[src/rtl/loader_pkg.sv]
// Shared types for the instruction-memory loader: FSM states, stream magic, word geometry.
// The CSUM state exists only when LOADER_CSUM_EN is defined.
package loader_pkg;

  localparam logic [7:0] MAGIC      = 8'hA5;
  localparam int         WORD_BYTES = 4;
  localparam int         WORD_W     = 8 * WORD_BYTES;
  localparam int         IDX_W      = 16;

  typedef enum logic [2:0] {
    IDLE,
    LEN_HI,
    LEN_LO,
    DATA,
`ifdef LOADER_CSUM_EN
    CSUM,
`endif
    DONE,
    ERR
  } state_t;

endpackage

[src/rtl/im_loader_byte_packer.sv]
// Packs four accepted bytes (first byte most significant) into one word.
// word_valid pulses for one cycle on the edge after the 4th byte; en gates all state.
module byte_packer
  import loader_pkg::*;
(
  input  logic              clk,
  input  logic              clr,
  input  logic              en,
  input  logic [7:0]        rx_byte,
  output logic [1:0]        cnt,
  output logic [WORD_W-1:0] word,
  output logic              word_valid
);

  logic [WORD_W-9:0] sh;

  always_ff @(posedge clk) begin
    if (clr) begin
      sh         <= '0;
      cnt        <= '0;
      word       <= '0;
      word_valid <= 1'b0;
    end else begin
      word_valid <= 1'b0;
      if (en) begin
        if (cnt == 2'd3) begin
          word       <= {sh, rx_byte};
          word_valid <= 1'b1;
        end else begin
          sh <= {sh[WORD_W-17:0], rx_byte};
        end
        cnt <= cnt + 2'd1;
      end
    end
  end

endmodule

[src/rtl/im_loader.sv]
// Streams a magic/length/words(/checksum) byte stream into instruction memory, holding the CPU until done.
// One write per 4 data bytes on the following edge; rx_valid low stalls; LOADER_CSUM_EN adds a trailing XOR checksum.
module im_loader
  import loader_pkg::*;
#(
  parameter logic [31:0] BASE_ADDR = 32'h0000_0000,
  parameter int          MAX_WORDS = 256
) (
  input  logic              clk,
  input  logic              clr,
  input  logic              rx_valid,
  input  logic [7:0]        rx_byte,
  output logic              rx_ready,
  output logic              im_we,
  output logic [31:0]       im_addr,
  output logic [WORD_W-1:0] im_din,
  output logic              cpu_hold,
  output logic              done,
  output logic              err
);

  state_t           state;
  logic [7:0]       len_hi;
  logic [IDX_W-1:0] n;
  logic [IDX_W-1:0] idx;
  logic [1:0]       cnt;
  logic             take;
  logic [IDX_W-1:0] len;
`ifdef LOADER_CSUM_EN
  logic [7:0]       csum;
`endif

  assign take = rx_valid && rx_ready;
  assign len  = {len_hi, rx_byte};

  byte_packer u_packer (
    .clk        (clk),
    .clr        (clr),
    .en         (take && (state == DATA)),
    .rx_byte    (rx_byte),
    .cnt        (cnt),
    .word       (im_din),
    .word_valid (im_we)
  );

  always_ff @(posedge clk) begin
    if (clr) begin
      state    <= IDLE;
      len_hi   <= '0;
      n        <= '0;
      idx      <= '0;
      im_addr  <= '0;
      done     <= 1'b0;
      err      <= 1'b0;
      cpu_hold <= 1'b1;
      rx_ready <= 1'b1;
`ifdef LOADER_CSUM_EN
      csum     <= '0;
`endif
    end else if (take) begin
      case (state)
        IDLE: begin
          if (rx_byte == MAGIC) state <= LEN_HI;
        end
        LEN_HI: begin
          len_hi <= rx_byte;
          state  <= LEN_LO;
        end
        LEN_LO: begin
          n <= len;
          if (32'(len) > MAX_WORDS) begin
            state    <= ERR;
            err      <= 1'b1;
            rx_ready <= 1'b0;
          end else if (len == '0) begin
`ifdef LOADER_CSUM_EN
            state    <= CSUM;
`else
            state    <= DONE;
            done     <= 1'b1;
            cpu_hold <= 1'b0;
            rx_ready <= 1'b0;
`endif
          end else begin
            state <= DATA;
          end
        end
        DATA: begin
`ifdef LOADER_CSUM_EN
          csum <= csum ^ rx_byte;
`endif
          // Address is registered alongside the packer's word so both land on the same edge.
          if (cnt == 2'd3) begin
            im_addr <= BASE_ADDR + {14'b0, idx, 2'b00};
            idx     <= idx + 1'b1;
            if (idx == n - 1'b1) begin
`ifdef LOADER_CSUM_EN
              state    <= CSUM;
`else
              state    <= DONE;
              done     <= 1'b1;
              cpu_hold <= 1'b0;
              rx_ready <= 1'b0;
`endif
            end
          end
        end
`ifdef LOADER_CSUM_EN
        CSUM: begin
          rx_ready <= 1'b0;
          if (rx_byte == csum) begin
            state    <= DONE;
            done     <= 1'b1;
            cpu_hold <= 1'b0;
          end else begin
            state <= ERR;
            err   <= 1'b1;
          end
        end
`endif
        default: ;
      endcase
    end
  end

endmodule

[config.mk]
export PLATFORM = sky130hd
export DESIGN_NAME = im_loader
export DESIGN_NICKNAME = d
export VERILOG_FILES = /design/src/rtl/loader_pkg.sv /design/src/rtl/im_loader_byte_packer.sv /design/src/rtl/im_loader.sv
export SDC_FILE = /design/constraint.sdc
export NUM_CORES = 1
export LEC_CHECK = 0
export CAP_MARGIN = 20
export CORE_ASPECT_RATIO = 0.7
export CORE_MARGIN = 2
export CORE_UTILIZATION = 54
export CTS_CLUSTER_SIZE = 40
export DETAILED_ROUTE_END_ITERATION = 16
export PLACE_DENSITY_LB_ADDON = 0.3
export SLEW_MARGIN = 30
export SYNTH_ARGS = -nofsm -noshare
export SYNTH_HDL_FRONTEND = slang
export SYNTH_HIERARCHICAL = 1
export SYNTH_SLANG_ARGS = --single-unit
export TNS_END_PERCENT = 100
[constraint.sdc]
create_clock -name clk -period 2.2 [get_ports clk]
set_input_delay 0.44 -clock clk [delete_from_list [all_inputs] [get_ports clk]]
set_output_delay 0.44 -clock clk [all_outputs]
set_load 0.005 [all_outputs]
# == Word level (Yosys, flattened, before mapping) ==
# Index checks and enable logic that the tools add are counted.
# totals
regBits,122
input_bits,11
output_inout_bits,69
wordCells,66
# op_classes
n_eq_ne,12
bitwise,2
n_addsub,3
mux,19
n_reduce_logical,16
magnitude_cmp,1
# op_table
op,count
"adder 16 x 1 -> 16 bit, second input constant",1
== test 16 bit,1
"> comparator 16 x 9 -> 1 bit, second input constant",1
zero test 16 bit,1
"subtractor 16 x 1 -> 16 bit, second input constant",1
2-to-1 mux 3 bit,5
one-hot mux 3 bit (4 select lines),1
2-to-1 mux 1 bit,10
AND reduction 5 bit,2
"== test 8 bit, second input constant",1
AND reduction 2 bit,4
"== test 3 x 2 -> 1 bit, second input constant",2
"inequality test 2 bit, second input constant",3
one-hot mux 1 bit (2 select lines),3
AND reduction 3 bit,2
AND reduction 6 bit,1
"inequality test 2 x 1 -> 1 bit, second input constant",2
nonzero test 4 bit,1
"== test 3 x 1 -> 1 bit, second input constant",1
zero test 3 bit,1
"inequality test 3 bit, second input constant",1
"adder 2 x 1 -> 2 bit, second input constant",1
"== test 2 bit, second input constant",1
logical AND 1 bit,2
other kinds (3),4

# == Depth between registers and ports, before layout ==
# logic_depth
word_depth,5
mapped_depth,9
depth_no_buf,8

# == By module ==
# The synthesis kept the hierarchy.
# by_module_without_submodules
module,cells_each,seq_area_each_um2,n_inst,area_each_um2
im_loader,398,1261.2,1,3204.3
byte_packer,203,1181.1,1,2311.0

# == Worst setup path before layout ==
# Ideal clock, no wire load.
# synth_path
kind,register to register
from,register n[0]
to,register state[2]
stages_incl_launch_ff,10
t_arrival_ns,1.895
setup_slack_ns,0.187
synth_period_minus_slack_ns,2.013
path_buffers,1
setup_ns,0.117
t_required_ns,2.083
cell_sequence,dfxtp_1 > inv_1 > ha_1 > clkbuf_1 > xnor2_1 > and3_1 > o21ai_0 > a22oi_1 > a41o_2 > a32o_2
# synth_via
elab_chain_len,4
# synth_rtl
item,line_no,rtl
start: declaration,im_loader.sv:24,logic [IDX_W-1:0] n;
start signal: assignment,im_loader.sv:70,n <= len;
subtractor 16 x 1 -> 16 bit,im_loader.sv:96,if (idx == n - 1'b1) begin
== test 16 bit,im_loader.sv:96,
inequality test 2 x 1 -> 1 bit (no source line),--,
AND reduction 5 bit (no source line),--,
end signal: assignment,im_loader.sv:79,state <= DONE;
end signal: assignment,im_loader.sv:85,state <= DATA;
end signal: assignment,im_loader.sv:100,state <= DONE;
end: declaration,im_loader.sv:22,state_t state;
# No other way between the ends.
# A chain may end at the register's enable or synchronous reset.

# == Final worst setup path ==
# layout_path
from,input rx_valid
to,register idx[15]
# layout_via
elab_chain_len,2
# layout_rtl
item,line_no,rtl
start: declaration,im_loader.sv:11,"input logic rx_valid,"
logical AND 1 bit,im_loader.sv:33,assign take = rx_valid && rx_ready;
AND reduction 3 bit (no source line),--,
end signal: assignment,im_loader.sv:95,idx <= idx + 1'b1;
end: declaration,im_loader.sv:25,logic [IDX_W-1:0] idx;
# No other way between the ends.

==> metrics.md <==
| Metric | Value |
|---|---|
| Cell area after placement | `roughly 0.0063 mm²` |
| Sequential cell area fraction in the yosys report | `between 40% and 50%` |
| Area Growth Syn to Fin | `26.68%` |
| RSZ-0062 raised after global routing | `false` |
| Worst path slowest cell | `clkdlybuf4s50_1` |
| Yosys cell types | `52` |
| Synth Area per Inst | `about 9.2 µm²` |
| Final core occ | `71.32%` |
| DRC errors left | `0` |
| Routed Antenna Nets | `0` |
| # IOs | `80` |
| Number of synthesized flops with an enable pin | `0` |
| CTS tree | `built` |
| Nets | `693` |
| Fraction of layout cells with a size suffix above 1 | `11.13%` |
| Chip width | `about 120 µm` |
| Ant diodes | `0` |
| Synth Warn # | `6` |
| Critical Path RT | `~2.5 ns` |
| Via count | `4556` |
| Detailed-route vias per instance | `around 5.6` |
| Crit start category | `input pin` |
| Post-Route Skew | `0.003208 ns` |
| Core area | `approximately 0.0098 mm²` |
| Clock Latency Late Sink | `0.41 ns` |
| First-pass GRT wire length | `between 20000 and 25000 µm` |
| Crit-path max FO | `7` |
| Max Clock Freq | `485.8 MHz` |
| Post-DR wirelength/cell | `~16 µm` |
| Worst slew pin tran | `0.5922 ns` |
| Total GRT Usage | `around a quarter` |
| H-tree depth | `4` |
| Critical path type | `input pin to register` |
| Fin. Hold Viols | `0` |
| Die height | `between 80 and 90 µm` |
| CP peak stage delay | `0.51 ns` |
| CTS buffer count | `17` |
| Leak | `2.652 nW` |
| Clk buf depth | `2` |
| Initial antenna violation count | `0` |
| Worst EP arrival | `2.36 ns` |
| Vias in the first global route | `approximately 4300` |
| Row cnt | `30` |
| I/O Buffers | `63` |
| Crit path cell chain | `clkdlybuf4s50_1 -> nand4b_1 -> nor4_4 -> nand4_2 -> nor4_1 -> xnor2_1 -> nor2_1` |
| Final critical-path required period | `just over 2 ns` |
| Synth Register Bits | `122` |
| Reg2reg start | `n[1]` |
| Cell Area, Synth | `approximately 0.0055 mm²` |
| Outcome | `complete, no violations` |
| Fin. max-slew vios | `0` |
| Max_cap viols | `0` |
| Final Cell Area | `0.006987 mm²` |
| DP HPWL | `9210 µm` |
| Initial Util | `approximately 56%` |
| FILL cells | `696` |
| Min-delay src | `im_addr[4]` |
| DR pass1 iterations | `5` |
| Clock slew at reported path FFs | `about 0.060 ns` |
| Main flop type after synthesis | `dfxtp_1` |
| Clock sinks | `between 100 and 150` |
| Die area | `approximately 0.011 mm²` |
| Global route total overflow | `0` |
| Fin crit share | `between 90% and 100%` |
| Setup Buffers After CTS | `0` |
| Mapped Cells | `601` |
| Final WL | `around 13000 µm` |
| Finish-stage setup viols | `0` |
| VDD IR max | `~0.85 mV` |
| CTS root buf | `clkbuf_16` |
| CP Launch Point | `rx_valid` |
| Post-synth ARST share | `0%` |
| Worst slew margin | `60.52%` |
| Routability cong. | `0.8851` |
| Largest net degree at the start of global routing | `77` |
| Crit end category | `register` |
| Starting DRT DRC Count | `380` |
| Worst hold path type | `register to register` |
| Pwr Density | `a little under 800 mW/mm²` |
==> worst paths after layout <==
path	slack [ns]	cells past startpoint	to
setup / recovery	0.14	7	idx[15]
hold / removal	0.46	2	im_addr[4]
setup reg to reg	0.16	8	state[2]
hold reg to reg	0.46	2	im_addr[4]
==> worst max-delay path, delay by kind of cell <==
kind | cells | cell delay [ns]
XOR/XNOR | 1 | 0.18
buffers and inverters | 1 | 0.51
AND/OR/NAND/NOR | 5 | 1.23
==> state kept, by name, indices dropped and copies added (netlist names), 2 cells and up <==
signal and count:
state 3, len_hi 8, idx 16, u_packer/word 32
n 16, u_packer/sh 24, u_packer/cnt 2, im_addr 16
==> per-stage QoR <==
| stage | instances | worst slack, ns | total power [mW] | TNS [ns] | hold slack (ns) |
|---|---|---|---|---|---|
| final | 820 | 0.1416 | 5.500 | 0 | 0.4600 |
| after global routing | 820 | 0.004334 | 5.657 | 0 | 0.4769 |
| after CTS | 820 | 0.05213 | 5.513 | 0 | 0.4619 |
| after detailed placement | 788 | -0.2140 | 2.626 | -7.522 | 0.4481 |
| after global placement | 788 | -0.1384 | 2.615 | -5.471 | 0.4456 |
| after floorplan | 616 | 0.1872 | 2.531 | 0 | 0.4439 |
==> metal layers <==
layer | global-route usage, % | vias up | wire [µm] | share of wire (%)
met3 | 6.590 | 22 | 1008 | 7.5
li1 | - | 2185 | - | -
met2 | 37.66 | 179 | 5907 | 44
met5 | 0 | - | 0 | 0
met1 | 34.93 | 2170 | 6348 | 47
met4 | 9.091 | 0 | 181 | 1.3
==> cell usage after synthesis, types with 9 or more instances <==
cell type | n | area (µm²)
o21ai_0 | 27 | 135.1
buf_4 | 20 | 150.1
nand2b_1 | 72 | 450.4
xor2_1 | 13 | 113.9
a21oi_1 | 43 | 215.2
inv_1 | 9 | 33.78
nand3_1 | 9 | 45.04
mux2i_1 | 67 | 670.6
nand2_1 | 63 | 236.5
nor3_1 | 9 | 45.04
dfxtp_1 | 122 | 2442
nor2_1 | 38 | 142.6
xnor2_1 | 12 | 105.1
clkbuf_1 | 22 | 82.58
==> layout by cell type, fill, tap and decap left out, types with 13 or more instances in the layout <==
cell,count
clkbuf_16,17
o21ai_0,27
dfxtp_1,121
conb_1,16
nor2_1,38
mux2i_1,67
xor2_1,13
a21oi_1,43
clkdlybuf4s50_1,62
nand2_1,63
nand2b_1,72
buf_4,28
==> power by group <==
group          internal, mW  switching, mW  leakage (nW)
combinational         0.149          0.193          1.37
clock                  1.90           1.01         0.298
sequential             2.23         0.0222         0.983
total                  4.28           1.22          2.65
==> what timing repair did <==
| action | CTS | global route |
|---|---|---|
| resized for setup | 2 | 3 |
| hold buffers | 0 | 0 |
| endpoints found under the setup margin | 6 | 6 |
| endpoints found under the hold margin | 0 | 0 |
==> cell families (layout without fill, tap and decap cells) <==
group / Yosys count / count (layout) / share of synthesized area [%]
buf+inv: 59 / 135 / 6.057
other cells: 1 / 16 / 0.06799
mux: 67 / 67 / 12.16
flops: 122 / 122 / 44.28
simple gates: 232 / 232 / 22.60
xor+xnor: 27 / 27 / 4.787
compound gates: 90 / 90 / 9.369
fa+ha+maj: 3 / 3 / 0.6807
==> layout make-up <==
| type | count | area (µm²) | area share, % |
|---|---|---|---|
| Tap cell | 128 | 160.2 | 2.292 |
| Sequential cell | 122 | 2444 | 34.97 |
| Timing Repair Buffer | 94 | 910.9 | 13.04 |
| Clock inverter | 10 | 140.1 | 2.006 |
| Multi-Input combinational cell | 435 | 2814 | 40.28 |
| Clock buffer | 22 | 484.2 | 6.931 |
| Inverter | 9 | 33.78 | 0.4835 |
Power figures use the tool's default switching activity.
